$ cat src/rtl/fb_scanout_if.sv
// fb_scanout_if: frame-buffer read port, swap handshake and VGA outputs of fb_scanout
interface fb_scanout_if;
  logic [18:0] read_addr;
  logic        read_data;
  logic        swap_request;
  logic        swap;
  logic        vga_hsync;
  logic        vga_vsync;
  logic        vga_pixel;
  logic        vga_de;
  logic        vblank;
  logic        frame_done;
  modport master (
    output read_addr, swap, vga_hsync, vga_vsync, vga_pixel, vga_de, vblank, frame_done,
    input  read_data, swap_request
  );
  modport slave (
    input  read_addr, swap, vga_hsync, vga_vsync, vga_pixel, vga_de, vblank, frame_done,
    output read_data, swap_request
  );
endinterface

$ cat src/rtl/fb_scanout.sv
// fb_scanout: VGA raster scan-out of a 1-bit frame buffer with tear-free swap; FB_SCANOUT_BORDER_EN adds an alignment border
module fb_scanout #(
  parameter int CLK_DIV  = 4,
  parameter int H_ACTIVE = 640,
  parameter int H_FP     = 16,
  parameter int H_SYNC   = 96,
  parameter int H_BP     = 48,
  parameter int V_ACTIVE = 480,
  parameter int V_FP     = 10,
  parameter int V_SYNC   = 2,
  parameter int V_BP     = 33
) (
  input logic          clk,
  input logic          rst,
  fb_scanout_if.master fb_io
);
  localparam int DW = $clog2(CLK_DIV);
  localparam logic [DW-1:0] D_MAX = DW'(CLK_DIV - 1);
  localparam logic [9:0] HA = 10'(H_ACTIVE);
  localparam logic [9:0] H_LAST = 10'(H_ACTIVE + H_FP + H_SYNC + H_BP - 1);
  localparam logic [9:0] HS_B = 10'(H_ACTIVE + H_FP);
  localparam logic [9:0] HS_E = 10'(H_ACTIVE + H_FP + H_SYNC - 1);
  localparam logic [9:0] VA = 10'(V_ACTIVE);
  localparam logic [9:0] V_LAST = 10'(V_ACTIVE + V_FP + V_SYNC + V_BP - 1);
  localparam logic [9:0] VS_B = 10'(V_ACTIVE + V_FP);
  localparam logic [9:0] VS_E = 10'(V_ACTIVE + V_FP + V_SYNC - 1);
  logic [DW-1:0] div_q;
  logic [9:0]    h_q, h_d, v_q, v_d;
  logic [18:0]   addr_q, addr_d;
  logic          pend_q, hs_q, vs_q, pix_q, de_q, swap_q, fd_q;
  logic          pix_en, de, border, swap_eval, last_px;
  // next raster position, incremental address and per-pixel decode of the current position
  always_comb begin
    pix_en = div_q == D_MAX;
    h_d = h_q == H_LAST ? '0 : h_q + 10'd1;
    v_d = h_q != H_LAST ? v_q : v_q == V_LAST ? '0 : v_q + 10'd1;
    addr_d = (h_d == '0 && v_d == '0) ? '0 : (h_d < HA && v_d < VA) ? addr_q + 19'd1 : addr_q;
    de = h_q < HA && v_q < VA;
`ifdef FB_SCANOUT_BORDER_EN
    border = h_q == '0 || h_q == HA - 10'd1 || v_q == '0 || v_q == VA - 10'd1;
`else
    border = 1'b0;
`endif
    swap_eval = pix_en && h_q == H_LAST && v_q == VA - 10'd1;
    last_px = pix_en && h_q == HA - 10'd1 && v_q == VA - 10'd1;
  end
  // pixel divider, raster counters, swap bookkeeping and one-pixel-latency output registers
  always_ff @(posedge clk) begin
    if (rst) begin
      div_q  <= '0;
      h_q    <= '0;
      v_q    <= '0;
      addr_q <= '0;
      pend_q <= 1'b0;
      swap_q <= 1'b0;
      fd_q   <= 1'b0;
      hs_q   <= 1'b1;
      vs_q   <= 1'b1;
      de_q   <= 1'b0;
      pix_q  <= 1'b0;
    end else begin
      div_q  <= pix_en ? '0 : div_q + 1'b1;
      swap_q <= swap_eval && (pend_q || fb_io.swap_request);
      pend_q <= !swap_eval && (pend_q || fb_io.swap_request);
      fd_q   <= last_px;
      if (pix_en) begin
        h_q    <= h_d;
        v_q    <= v_d;
        addr_q <= addr_d;
        hs_q   <= !(h_q >= HS_B && h_q <= HS_E);
        vs_q   <= !(v_q >= VS_B && v_q <= VS_E);
        de_q   <= de;
        pix_q  <= de && (border || fb_io.read_data);
      end
    end
  end
  assign fb_io.read_addr  = addr_q;
  assign fb_io.swap       = swap_q;
  assign fb_io.vga_hsync  = hs_q;
  assign fb_io.vga_vsync  = vs_q;
  assign fb_io.vga_pixel  = pix_q;
  assign fb_io.vga_de     = de_q;
  assign fb_io.vblank     = v_q >= VA;
  assign fb_io.frame_done = fd_q;
endmodule
$ cat src/flat_wrapper.sv
// flat-port wrapper written by rule: the top's interface ports become plain ports
module fb_scanout_flat 
#(
  parameter int CLK_DIV  = 4,
  parameter int H_ACTIVE = 640,
  parameter int H_FP     = 16,
  parameter int H_SYNC   = 96,
  parameter int H_BP     = 48,
  parameter int V_ACTIVE = 480,
  parameter int V_FP     = 10,
  parameter int V_SYNC   = 2,
  parameter int V_BP     = 33
)
  (clk, rst, fb_io_read_addr, fb_io_swap, fb_io_vga_hsync, fb_io_vga_vsync, fb_io_vga_pixel, fb_io_vga_de, fb_io_vblank, fb_io_frame_done, fb_io_read_data, fb_io_swap_request);
  fb_scanout_if fb_io_i ();
  input logic clk;
  input logic rst;
  output wire logic [$bits(fb_io_i.read_addr)-1:0] fb_io_read_addr;
  output wire logic [$bits(fb_io_i.swap)-1:0] fb_io_swap;
  output wire logic [$bits(fb_io_i.vga_hsync)-1:0] fb_io_vga_hsync;
  output wire logic [$bits(fb_io_i.vga_vsync)-1:0] fb_io_vga_vsync;
  output wire logic [$bits(fb_io_i.vga_pixel)-1:0] fb_io_vga_pixel;
  output wire logic [$bits(fb_io_i.vga_de)-1:0] fb_io_vga_de;
  output wire logic [$bits(fb_io_i.vblank)-1:0] fb_io_vblank;
  output wire logic [$bits(fb_io_i.frame_done)-1:0] fb_io_frame_done;
  input wire logic [$bits(fb_io_i.read_data)-1:0] fb_io_read_data;
  input wire logic [$bits(fb_io_i.swap_request)-1:0] fb_io_swap_request;
  assign fb_io_read_addr = fb_io_i.read_addr;
  assign fb_io_swap = fb_io_i.swap;
  assign fb_io_vga_hsync = fb_io_i.vga_hsync;
  assign fb_io_vga_vsync = fb_io_i.vga_vsync;
  assign fb_io_vga_pixel = fb_io_i.vga_pixel;
  assign fb_io_vga_de = fb_io_i.vga_de;
  assign fb_io_vblank = fb_io_i.vblank;
  assign fb_io_frame_done = fb_io_i.frame_done;
  assign fb_io_i.read_data = fb_io_read_data;
  assign fb_io_i.swap_request = fb_io_swap_request;
  fb_scanout #(.CLK_DIV(CLK_DIV), .H_ACTIVE(H_ACTIVE), .H_FP(H_FP), .H_SYNC(H_SYNC), .H_BP(H_BP), .V_ACTIVE(V_ACTIVE), .V_FP(V_FP), .V_SYNC(V_SYNC), .V_BP(V_BP)) u_core (.clk(clk), .rst(rst), .fb_io(fb_io_i));
endmodule
$ cat config.mk
export PLATFORM = sky130hd
export DESIGN_NAME = fb_scanout_flat
export DESIGN_NICKNAME = d
export VERILOG_FILES = /design/src/rtl/fb_scanout_if.sv /design/src/rtl/fb_scanout.sv /design/src/flat_wrapper.sv
export SDC_FILE = /design/constraint.sdc
export NUM_CORES = 1
export LEC_CHECK = 0
export ABC_AREA = 1
export CORE_MARGIN = 3
export CORE_UTILIZATION = 58
export CTS_CLUSTER_SIZE = 8
export DETAILED_ROUTE_END_ITERATION = 6
export PLACE_DENSITY = 0.8
export SLEW_MARGIN = 20
export SYNTH_ARGS = -nofsm -noshare
export SYNTH_HDL_FRONTEND = slang
export SYNTH_SLANG_ARGS = --single-unit
$ cat constraint.sdc
create_clock -name clk -period 2.8 [get_ports clk]
set_input_delay 0.56 -clock clk [delete_from_list [all_inputs] [get_ports clk]]
set_output_delay 0.56 -clock clk [all_outputs]
set_load 0.02 [all_outputs]
# == Yosys cells after proc, flatten, opt, wreduce, memory -nomap -nowiden ==
# Index checks and enable logic that the tools add are counted.
# totals
register_bits,48
latchBits,0
ramBits,0
romBits,0
inputBits,4
out_inout_bits,26
elab_cells,56
n_memories,0
# op_classes
add_sub_neg,4
n_mul,0
div,0
n_lt_le_gt_ge,9
n_eq_ne,6
shift,0
n_mux,5
bitwise,0
n_reduce_logical,21
# ops
op,n
$mux W19,2
$eq A10 B10 Y1 const B,3
$mux W10,3
$add A10 B1 Y10 const B,2
$ge A10 B9 Y1 const B,2
$logic_not A10 Y1,2
$lt A10 B10 Y1 const B,2
$lt A10 B9 Y1 const B,2
$add A19 B1 Y19 const B,1
$logic_and A1 B1 Y1,12
$eq A10 B9 Y1 const B,1
$ge A10 B10 Y1 const B,1
$le A10 B10 Y1 const B,1
$le A10 B9 Y1 const B,1
$ne A10 B10 Y1 const B,1
$logic_not A1 Y1,3
$add A2 B1 Y2 const B,1
$eq A2 B2 Y1 const B,1
$reduce_and A2 Y1,1
$reduce_bool A2 Y1,1
$reduce_or A2 Y1,1
$logic_or A1 B1 Y1,1

# == Depth between registers and ports, before layout ==
# logic_depth
depth_word,7
depth_mapped,18
ltp_nobuf,17

# == Worst setup path before layout ==
# OpenSTA, ideal clock, no wires.
# synth_path
path_kind,reg-to-reg
start,register u_core.h_q[0]
end,"register u_core.addr_q[6], in the netlist u_core.fb_io.read_addr[6]"
setup_ns,0.110
arrival_ns,1.884
required_ns,2.690
setup_slack_ns,0.806
path_stages_with_launch,17
path_buffers,2
synth_period_minus_slack_ns,1.994
path_cell_list,dfxtp_1 ha_1 nand2_2 nor2_4 nand3_4 buf_6 nand2_1 nand2_2 inv_2 nand3_1 nor2_1 nand2_2 buf_6 nand2_2 nand2_1 nand2_1 nor2_1
# synth_via
elab_chain_len,6
elab_cells_between_ends,14
cone_classes,1 x add/sub; 2 x order compare; 2 x eq/ne; 3 x mux; 6 x reduce/logical
# synth_lines
element,line_no,text
start: declaration,fb_scanout.sv:28,"logic [9:0] h_q, h_d, v_q, v_d;"
start signal: assignment,fb_scanout.sv:51,h_q <= '0;
start signal: assignment,fb_scanout.sv:67,h_q <= h_d;
$add A10 B1 Y10 (tied with other cells),fb_scanout.sv:35,h_d = h_q == H_LAST ? '0 : h_q + 10'd1;
"$mux W10, on equally long branches","fb_scanout.sv:35, fb_scanout.sv:36",
$lt A10 B10 Y1 (tied with other cells),fb_scanout.sv:37,addr_d = (h_d == '0 && v_d == '0) ? '0 : (h_d < HA && v_d < VA) ? addr_q + 19'd1 : addr_q;
$logic_and A1 B1 Y1,fb_scanout.sv:37,
$reduce_bool A2 Y1 (no line),-,
$reduce_and A2 Y1 (no line),-,
end signal: assignment,fb_scanout.sv:69,addr_q <= addr_d;
end: declaration,fb_scanout.sv:29,"logic [18:0] addr_q, addr_d;"
# Parallel ways exist; a longest one is shown, timed or not.
# A chain may end at the register's enable or synchronous reset.

# == Final worst setup path ==
# layout_path
start,register u_core.h_q[0]
end,"register u_core.addr_q[10], in the netlist u_core.fb_io.read_addr[10]"
# Same word-level chain as after synthesis.

==> results.toml <==
[floorplan]
core_sq_um = 5240
row_count = 26
initial_core_util = 0.616
die_y_um = 80.6
dieArea_sq_um = 6490
chipWidth_um = 80.6
io_pins = 30

[critical_path]
cp_max_fo = 16
r2r_start = "u_core.h_q[0]"
path_cells = "ha_1 -> nand2_2 -> nor2_4 -> nand3_4 -> nand3_2 -> inv_1 -> nand2_1 -> inv_2 -> nor2_4 -> nand2_2 -> nor2_4 -> buf_4 -> a21oi_2"
crit_path_start_kind = "flip-flop"
critPathKind = "flip-flop to flip-flop"
critPathLaunch = "u_core.h_q[0]"
cpPeakStageDelay_ns = 0.44
r2r_setup_slack_ns = 0.25
timing.rr.end = "u_core.fb_io.read_addr[10]"
path_common_cell = "nor2_4"
crit_arrival_ns = 2.76
rr_worst_depth = 13
cp-end-kind = "flip-flop"
crit_slowest_cell = "dfxtp_1"
crit_end = "u_core.fb_io.read_addr[10]"
crit_required_ns = 3.00

[global_routing]
grt.overflow.total = 0
grt_pass1_vias = 2944
grt_pass1_wl_um = 13800
grt_util_all_layers = 0.267
gr-usage-met2 = 0.400
grt_max_degree = 24
use_met1 = 0.392
antenna_found_initial = 0
grt_use_met3 = 0.0359
busiest_layer = "met2"

[sta]
setup_slack_ns = 0.247
finalCritPeriodShare = 0.912
clock_skew_ns = 0.00662
worst-slew-pin-transition_ns = 0.790
rsz0062_at_grt = "no"
period_minus_slack_ns = 2.55
maxSlewViolCount = 0
finalSetupViolations = 0
hold_viol = 0
fin_hold_ws_ns = 0.448
setup_tns_ns = 0
relSlewSlack = 0.472
clock.fmax_mhz = 392

[cells_and_area]
layout_common_cells = "nand2_1, inv_1, nor2_1"
area_growth_syn_to_layout_pct = 14.0
fin_util = 0.702
fill_cells = 460
drive_gt1_frac = 0.118
final_common_cell = "nand2_1"
antenna_cells = 0
fin_nets = 546

[clocking]
cts_max_level = 2
clock-root-buffer = "clkbuf_8"
cts.sinks = 48
cts_resized = 0
cts_setup_buffers = 0
clkLatencyLatePin_ns = 0.30
cts_buffers = 5
cts_buffer_depth = 2
cts_tree = "yes"
clkSlewWorstSetupHoldPaths_ns = 0.09
postCtsHoldBufs = 0

[detailed_routing]
drc = 0
vias = 3381
ant_nets = 0
first_iter_violations = 344
dr.pass1.iters = 5
viasPerCell = 5.58
detail_route.wl_per_cell_um = 13.6
wirelength_um = 8240

[logic_synthesis]
seq_area_frac_synth = 0.298
synthSimpleGateAreaFrac = 0.444
synth_area_sq_um = 3230
synth.area.mux_share = 0
synth_top_area_frac = 0.298
yosysTopAreaCell = "dfxtp_1"
synth_xor_xnor_area_share = 0.0217
ys.warnings.count = 0
syn_inst = 502
yosys.area_share.adder = 0.0271
ys_top_cells_by_area = "dfxtp_1, nand2_1, inv_1, nand3_1, nor2_1"
synthDistinctLibCells = 29
syn_nets = 513
avgSynthCellArea_sq_um = 6.43
synth_top_family_by_area = "simple AND/OR/NAND/NOR gates"
synth_compound_area_frac = 0.0973
synth-seq-cells = 48

[power]
ir_drop_v = 0.000331
powerDensity_nw_per_um2 = 374
total_power_w = 0.00138
power.leakage_nw = 1.59

[place]
dp_slack_ns = 0.299
gp_congestion = 1.00
port_buffers = 29
dp_hpwl_um = 6030

[status]
status = "finished clean"

[hold_path]
hold_class = "flip-flop to flip-flop"

[run]
max_cap_violations = 0
power breakdown:
group	internal (W)	switching, W
registers	0.000707	0.0000249
logic	0.0000784	0.000121
clock network	0.000201	0.000243
total	0.000987	0.000389
worst min-delay path by stage:
stage | cells past startpoint | start | slack [ns] | endpoint
final | 1 | u_core.div_q[0] | 0.45 | u_core.div_q[0]
after global routing | 1 | u_core.div_q[0] | 0.47 | u_core.div_q[0]
after CTS | 1 | u_core.div_q[0] | 0.46 | u_core.div_q[0]
after detailed placement | 1 | u_core.div_q[0] | 0.44 | u_core.div_q[0]
after global placement | 1 | u_core.div_q[0] | 0.41 | u_core.div_q[0]
after floorplan | 1 | u_core.div_q[0] | 0.40 | u_core.div_q[0]
state kept, by name, indices dropped and copies added, names as in the netlist, 2 cells and up:
signal	cells
u_core.fb_io.read_addr	19
u_core.h_q	10
u_core.v_q	10
u_core.div_q	2
Yosys cell counts (all sizes together):
master and number:
nand3 50, nor3 13, nand4 15, o21ai 18
nor4 7, inv 77, xor2 8, and2 1
dfxtp 48, clkbuf 4, nand2 153, buf 6
ha 7, or2 1, o22ai 15, nor2 62
a21oi 17
worst max-delay path: cells and delay by family (launching register included):
family / cells / cell delay (ns)
compound gates: 1 / 0.06
flops: 1 / 0.44
buf+inv: 3 / 0.32
simple gates: 8 / 1.35
fa+ha+maj: 1 / 0.26
routing by layer:
metal / routed length, um / up-vias / share of wire
met3: 682 / 15 / 0.083
met1: 3990 / 1502 / 0.48
li1: - / 1675 / -
met2: 3450 / 189 / 0.42
met5: 0 / - / 0
met4: 114 / 0 / 0.014
logic make-up (layout without fill, tap and decap cells):
logic type | after synthesis | in the layout
and+or+nand+nor | 302 | 302
adders and majority gates | 7 | 7
buffers and inverters | 87 | 121
AOI/OAI and AO/OA | 50 | 50
DFF | 48 | 48
xor gates and xnor gates | 8 | 8
stage by stage:
step,instance area (sq um),cells
2_1_floorplan,3230,502
3_5_place_dp,3580,598
5_1_grt,3680,606
4_1_cts,3680,606
6_report,3680,606
3_3_place_gp,3580,598
area by class of cell:
class | instances | area (sq um) | area share
Multi-Input combinational cell | 367 | 1900 | 0.518
Sequential cell | 48 | 961 | 0.261
Timing Repair Buffer | 36 | 343 | 0.0932
Inverter | 77 | 289 | 0.0786
Tap cell | 70 | 87.6 | 0.0238
Clock buffer | 7 | 86.3 | 0.0235
Clock inverter | 1 | 7.51 | 0.00204
Power figures use the tool's default switching activity.
